[config.mk]
export PLATFORM = sky130hd
export DESIGN_NAME = mod_counter
export DESIGN_NICKNAME = d
export VERILOG_FILES = /design/src/rtl/mod_counter_pkg.sv /design/src/rtl/mod_counter_tick_prescaler.sv /design/src/rtl/mod_counter.sv
export SDC_FILE = /design/constraint.sdc
export NUM_CORES = 1
export LEC_CHECK = 0
export BUFFER_PORTS_ARGS = -buffer_cell sky130_fd_sc_hd__clkbuf_2
export CORE_ASPECT_RATIO = 2
export CORE_MARGIN = 5
export CORE_UTILIZATION = 40
export CTS_BUF_LIST = sky130_fd_sc_hd__clkbuf_8
export CTS_CLUSTER_SIZE = 20
export DETAILED_ROUTE_END_ITERATION = 12
export GPL_TIMING_DRIVEN = 0
export HOLD_SLACK_MARGIN = 0.03
export SLEW_MARGIN = 20
export SYNTH_ARGS = -nofsm -noshare
export SYNTH_HDL_FRONTEND = slang
export SYNTH_SLANG_ARGS = --single-unit
[constraint.sdc]
create_clock -name clk -period 4 [get_ports clk]
set_input_delay 0.6 -clock clk [delete_from_list [all_inputs] [get_ports clk]]
set_output_delay 0.6 -clock clk [all_outputs]
set_load 0.02 [all_outputs]
[src/rtl/mod_counter_pkg.sv]
// ============================================================================
// Module      : mod_counter_pkg
// Description : Shared types and default sizes for the modulo counter family.
// Revision    : 1.0 - initial release
// ============================================================================
`default_nettype none

package mod_counter_pkg;

    typedef enum logic {
        DIR_DOWN = 1'b0,
        DIR_UP   = 1'b1
    } count_dir_e;

    typedef enum logic {
        MODE_WRAP = 1'b0,
        MODE_SAT  = 1'b1
    } count_mode_e;

    localparam int c_WIDTH_DEFAULT          = 16;
    localparam int c_PRESCALE_WIDTH_DEFAULT = 8;

endpackage : mod_counter_pkg

`default_nettype wire

[src/rtl/mod_counter_tick_prescaler.sv]
// ============================================================================
// Module      : tick_prescaler
// Description : Emits one tick every prescale+1 enabled cycles; restart zeroes
//               the phase. Also used by the UART baud generator.
// Revision    : 1.0 - initial release
// ============================================================================
`default_nettype none

module tick_prescaler
    import mod_counter_pkg::*;
#(
    parameter int PRESCALE_WIDTH = c_PRESCALE_WIDTH_DEFAULT
) (
    input  logic                      clk,
    input  logic                      reset,
    input  logic                      en,
    input  logic                      restart,
    input  logic [PRESCALE_WIDTH-1:0] prescale,
    output logic                      tick
);

    logic [PRESCALE_WIDTH-1:0] r_cnt;
    logic                      w_due;

    // >= rather than == so that lowering prescale below the phase still ticks.
    assign w_due = (r_cnt >= prescale);
    assign tick  = en & ~restart & w_due;

    always_ff @(posedge clk or posedge reset) begin
        if (reset) begin
            r_cnt <= '0;
        end else if (restart) begin
            r_cnt <= '0;
        end else if (en) begin
            if (w_due) begin
                r_cnt <= '0;
            end else begin
                r_cnt <= r_cnt + PRESCALE_WIDTH'(1);
            end
        end
    end

endmodule : tick_prescaler

`default_nettype wire

[src/rtl/mod_counter.sv]
// ============================================================================
// Module      : mod_counter
// Description : Up/down modulo counter with load, wrap/saturate modes,
//               enable prescaler, terminal-count and wrap-event outputs.
// Revision    : 1.0 - initial release
// ============================================================================
`default_nettype none

module mod_counter
    import mod_counter_pkg::*;
#(
    parameter int WIDTH          = c_WIDTH_DEFAULT,
    parameter int PRESCALE_WIDTH = c_PRESCALE_WIDTH_DEFAULT
) (
    input  logic                      clk,
    input  logic                      reset,
    input  logic                      en,
    input  logic                      clr,
    input  logic                      load,
    input  logic [WIDTH-1:0]          load_value,
    input  logic                      dir,
    input  logic                      sat_mode,
    input  logic [WIDTH-1:0]          limit,
    input  logic [PRESCALE_WIDTH-1:0] prescale,
    output logic [WIDTH-1:0]          count,
    output logic                      at_bound,
    output logic                      wrapped,
    output logic                      step
);

    logic [WIDTH-1:0] r_count;
    logic             r_wrapped;
    logic [WIDTH-1:0] w_next_count;
    logic             w_wrap;
    logic             w_restart;
    logic             w_up;
    logic             w_sat;

    assign w_up      = (count_dir_e'(dir) == DIR_UP);
    assign w_sat     = (count_mode_e'(sat_mode) == MODE_SAT);
    assign w_restart = clr | load;

    tick_prescaler #(
        .PRESCALE_WIDTH(PRESCALE_WIDTH)
    ) u_prescaler (
        .clk      (clk),
        .reset    (reset),
        .en       (en),
        .restart  (w_restart),
        .prescale (prescale),
        .tick     (step)
    );

    // A count loaded above limit counts up to the boundary immediately, but
    // counts down normally from wherever it is.
    always_comb begin
        w_next_count = r_count;
        w_wrap       = 1'b0;
        if (w_up) begin
            if (r_count >= limit) begin
                if (w_sat) begin
                    w_next_count = limit;
                end else begin
                    w_next_count = '0;
                    w_wrap       = 1'b1;
                end
            end else begin
                w_next_count = r_count + WIDTH'(1);
            end
        end else begin
            if (r_count == '0) begin
                if (w_sat) begin
                    w_next_count = '0;
                end else begin
                    w_next_count = limit;
                    w_wrap       = 1'b1;
                end
            end else begin
                w_next_count = r_count - WIDTH'(1);
            end
        end
    end

    always_ff @(posedge clk or posedge reset) begin
        if (reset) begin
            r_count   <= '0;
            r_wrapped <= 1'b0;
        end else if (clr) begin
            r_count   <= '0;
            r_wrapped <= 1'b0;
        end else if (load) begin
            r_count   <= load_value;
            r_wrapped <= 1'b0;
        end else if (step) begin
            r_count   <= w_next_count;
            r_wrapped <= w_wrap;
        end else begin
            r_wrapped <= 1'b0;
        end
    end

    assign count    = r_count;
    assign wrapped  = r_wrapped;
    assign at_bound = w_up ? (r_count == limit) : (r_count == '0);

endmodule : mod_counter

`default_nettype wire

==> metrics.cfg <==
[yosys]
synth_top_area_share_pct=19.7
ys_seq_area_share_pct=19.7
ys.flop_type=dfrtp_1
synth_top_family_by_area=simple AND/OR/NAND/NOR gates
synth_compound_area_share_pct=24.4
synth_cell_types=65
synth_top_cell_by_area=dfrtp_1
synthAdderAreaFrac_pct=11.0
async_reset_ff_share_pct=100
synth-xor-area-share_pct=5.25
synth_seq_cells=25
yosysMostFrequentCell=nand2_1
synth_edf_count=0
ys_warn_count=0
synthSimpleGateAreaFrac_pct=27.1
synthTopCellsByCount=nand2_1 (37), inv_1 (34), nor2_1 (33), ha_1 (28), o21ai_0 (28)
synthMuxAreaShare_pct=4.38
syn_area_um2=3170
ys_top_cells_by_area=dfrtp_1 (20%), ha_1 (11%), o21ai_0 (4.4%), nand2_1 (4.4%), inv_1 (4.0%)
synth_nets=483
synthCells=408
synth_area_per_cell_um2=7.77

[worst_setup_path]
endpoint=step
reg2reg_depth=8
worst_ep_required_time_ns=3.40
worstSetupStartpoint=u_prescaler.r_cnt[4]$_DFFE_PP0P_
crit_arrival_ns=2.65
reg2reg_from=u_prescaler.r_cnt[4]$_DFFE_PP0P_
r2r-end=count[0]$_DFFE_PP0P_
worst_setup_path_start_kind=register
critical_path.max_fanout=10
reg2reg_slack_ns=1.08
endpoint_kind=output pin
worstSetupPathType=reg2out

[grt]
grt_pass1_vias=3347
grt_usage_pct=22.2
antenna_found_initial=0
grt_first_pass_wirelength_um=17000
overflow=0
grt_max_degree=26

[timing]
min_period_over_period_pct=81.2
tightest_slew_ns=1.02
finalSetupTns_ns=0
whs_ns=0.367
fin_skew_ns=0.00716
hold_violations=0
drv_slew=0
final-setup-viol-count=0
slew_headroom_pct=31.6
period_minus_slack_ns=3.25
fmax_mhz=308
rsz0062_at_grt=no

[clocking]
ctsResizeCount=0
ctsHoldBuffers=0
cts.path.max_buffers=2
clock-sinks=25
cts_tree=built
post-cts-setup-buffers=0
clock_latency_ns=0.29
cts_root_buffer=clkbuf_8
cts_max_level=1
cts.reportedPaths.clkPinSlew_ns=0.10
cts_buffers=3

[drt]
wl_per_cell_um=18.9
drtIter0Drc=214
antenna_left=0
wl_um=10800
num_vias=3435
viasPerCell=6.01
firstDrtPassIters=5
drc=0

[final_layout]
fin_util_pct=46.7
drive_gt1_share_pct=22.1
fin_nets=552
diodes=0
fillerInstances=847
syn2layout_area_growth_pct=15.3

[placed_design]
io_buffers=64
gp_congestion=0.925
hpwl_um=8050

[floorplanning]
dieArea_um2=9920
io_pins=66
start_util_pct=40.5
coreArea_um2=7830
die_h_um=136
row_count=46
die_w_um=73.0

[power_and_ir_drop]
vdd_ir_drop_max_mv=0.116
power_leakage_nw=1.75
p_per_area_nw_per_um2=247

[job]
cap_viol_max_count=0

[worst_hold_path]
hold_path_class=in2async

[outcome]
status=finished clean

-- worst min path at each step --
stage / end
after floorplan: u_prescaler.r_cnt[3]$_DFFE_PP0P_
after global placement: u_prescaler.r_cnt[3]$_DFFE_PP0P_
after detailed placement: u_prescaler.r_cnt[3]$_DFFE_PP0P_
after CTS: count[5]$_DFFE_PP0P_
after global routing: u_prescaler.r_cnt[4]$_DFFE_PP0P_
final: u_prescaler.r_cnt[4]$_DFFE_PP0P_
-- final cells by class --
cell class                 count  area [um2]  area share, %
inverter                      35         131           3.59
timing repair buffer          64         320           8.76
clock inverter                 1        5.00          0.137
multi-input combinational    322        2290           62.6
clock buffer                   3        41.3           1.13
sequential                    25         626           17.1
tap                           96         120           3.28
buffer                        26         125           3.42
-- worst max-delay path: stages, from the launching register on --
cell and delay [ns]:
dfrtp_1 0.44, ha_1 0.30, a211o_1 0.29, a21oi_1 0.16
o31ai_2 0.16, o211ai_2 0.37, buf_2 0.36, inv_1 0.10
clkbuf_2 0.17
-- cells by family (layout without fill, tap and decap cells) --
group | Yosys count | after routing
AOI/OAI and AO/OA | 111 | 111
xor gates and xnor gates | 19 | 19
adders and majority gates | 28 | 28
buffers and inverters | 61 | 129
DFF | 25 | 25
muxes | 13 | 13
and+or+nand+nor | 151 | 151
-- state kept, by name, indices dropped and copies added, names as in the netlist --
| signal | flops |
|---|---|
| u_prescaler.r_cnt | 8 |
| count | 16 |
| wrapped | 1 |
-- through the flow --
step	cell area (um2)	std cells	total power [mW]	setup slack (ns)
after floorplan	3170	408	0.598	1.34
after global placement	3610	568	0.728	0.776
after detailed placement	3610	568	0.730	0.782
after CTS	3660	572	0.902	0.754
after global routing	3660	572	0.960	0.608
final	3660	572	0.904	0.752
-- metal layers --
metal	vias up	track usage (%)	part of all wire [%]
li1	1656	-	-
met1	1624	28.3	42
met2	137	37.8	49
met3	18	2.29	6.1
met4	0	8.42	2.3
met5	-	0	0
-- where the power goes --
part	switching, mW	total, mW	internal (mW)
logic	0.266	0.433	0.168
clock network	0.101	0.172	0.0705
registers	0.0306	0.298	0.268
total	0.398	0.904	0.506
-- cells in the final DEF (no fill, tap or decap), drive strengths merged, types with 5 or more instances in the layout --
master	Yosys	final
mux2i	9	9
or4	6	6
xor2	9	9
clkbuf	11	78
nand3	11	11
ha	28	28
nand2	37	37
and3	6	6
nor4	8	8
a21oi	17	17
buf	15	15
nand4	14	14
inv	35	35
a22oi	9	9
a22o	5	5
nor2	34	34
a211oi	7	7
o31ai	7	7
or3	6	6
xnor2	10	10
nor3	16	16
dfrtp	25	25
o21ai	31	31
(Power assumes the default switching activity.)
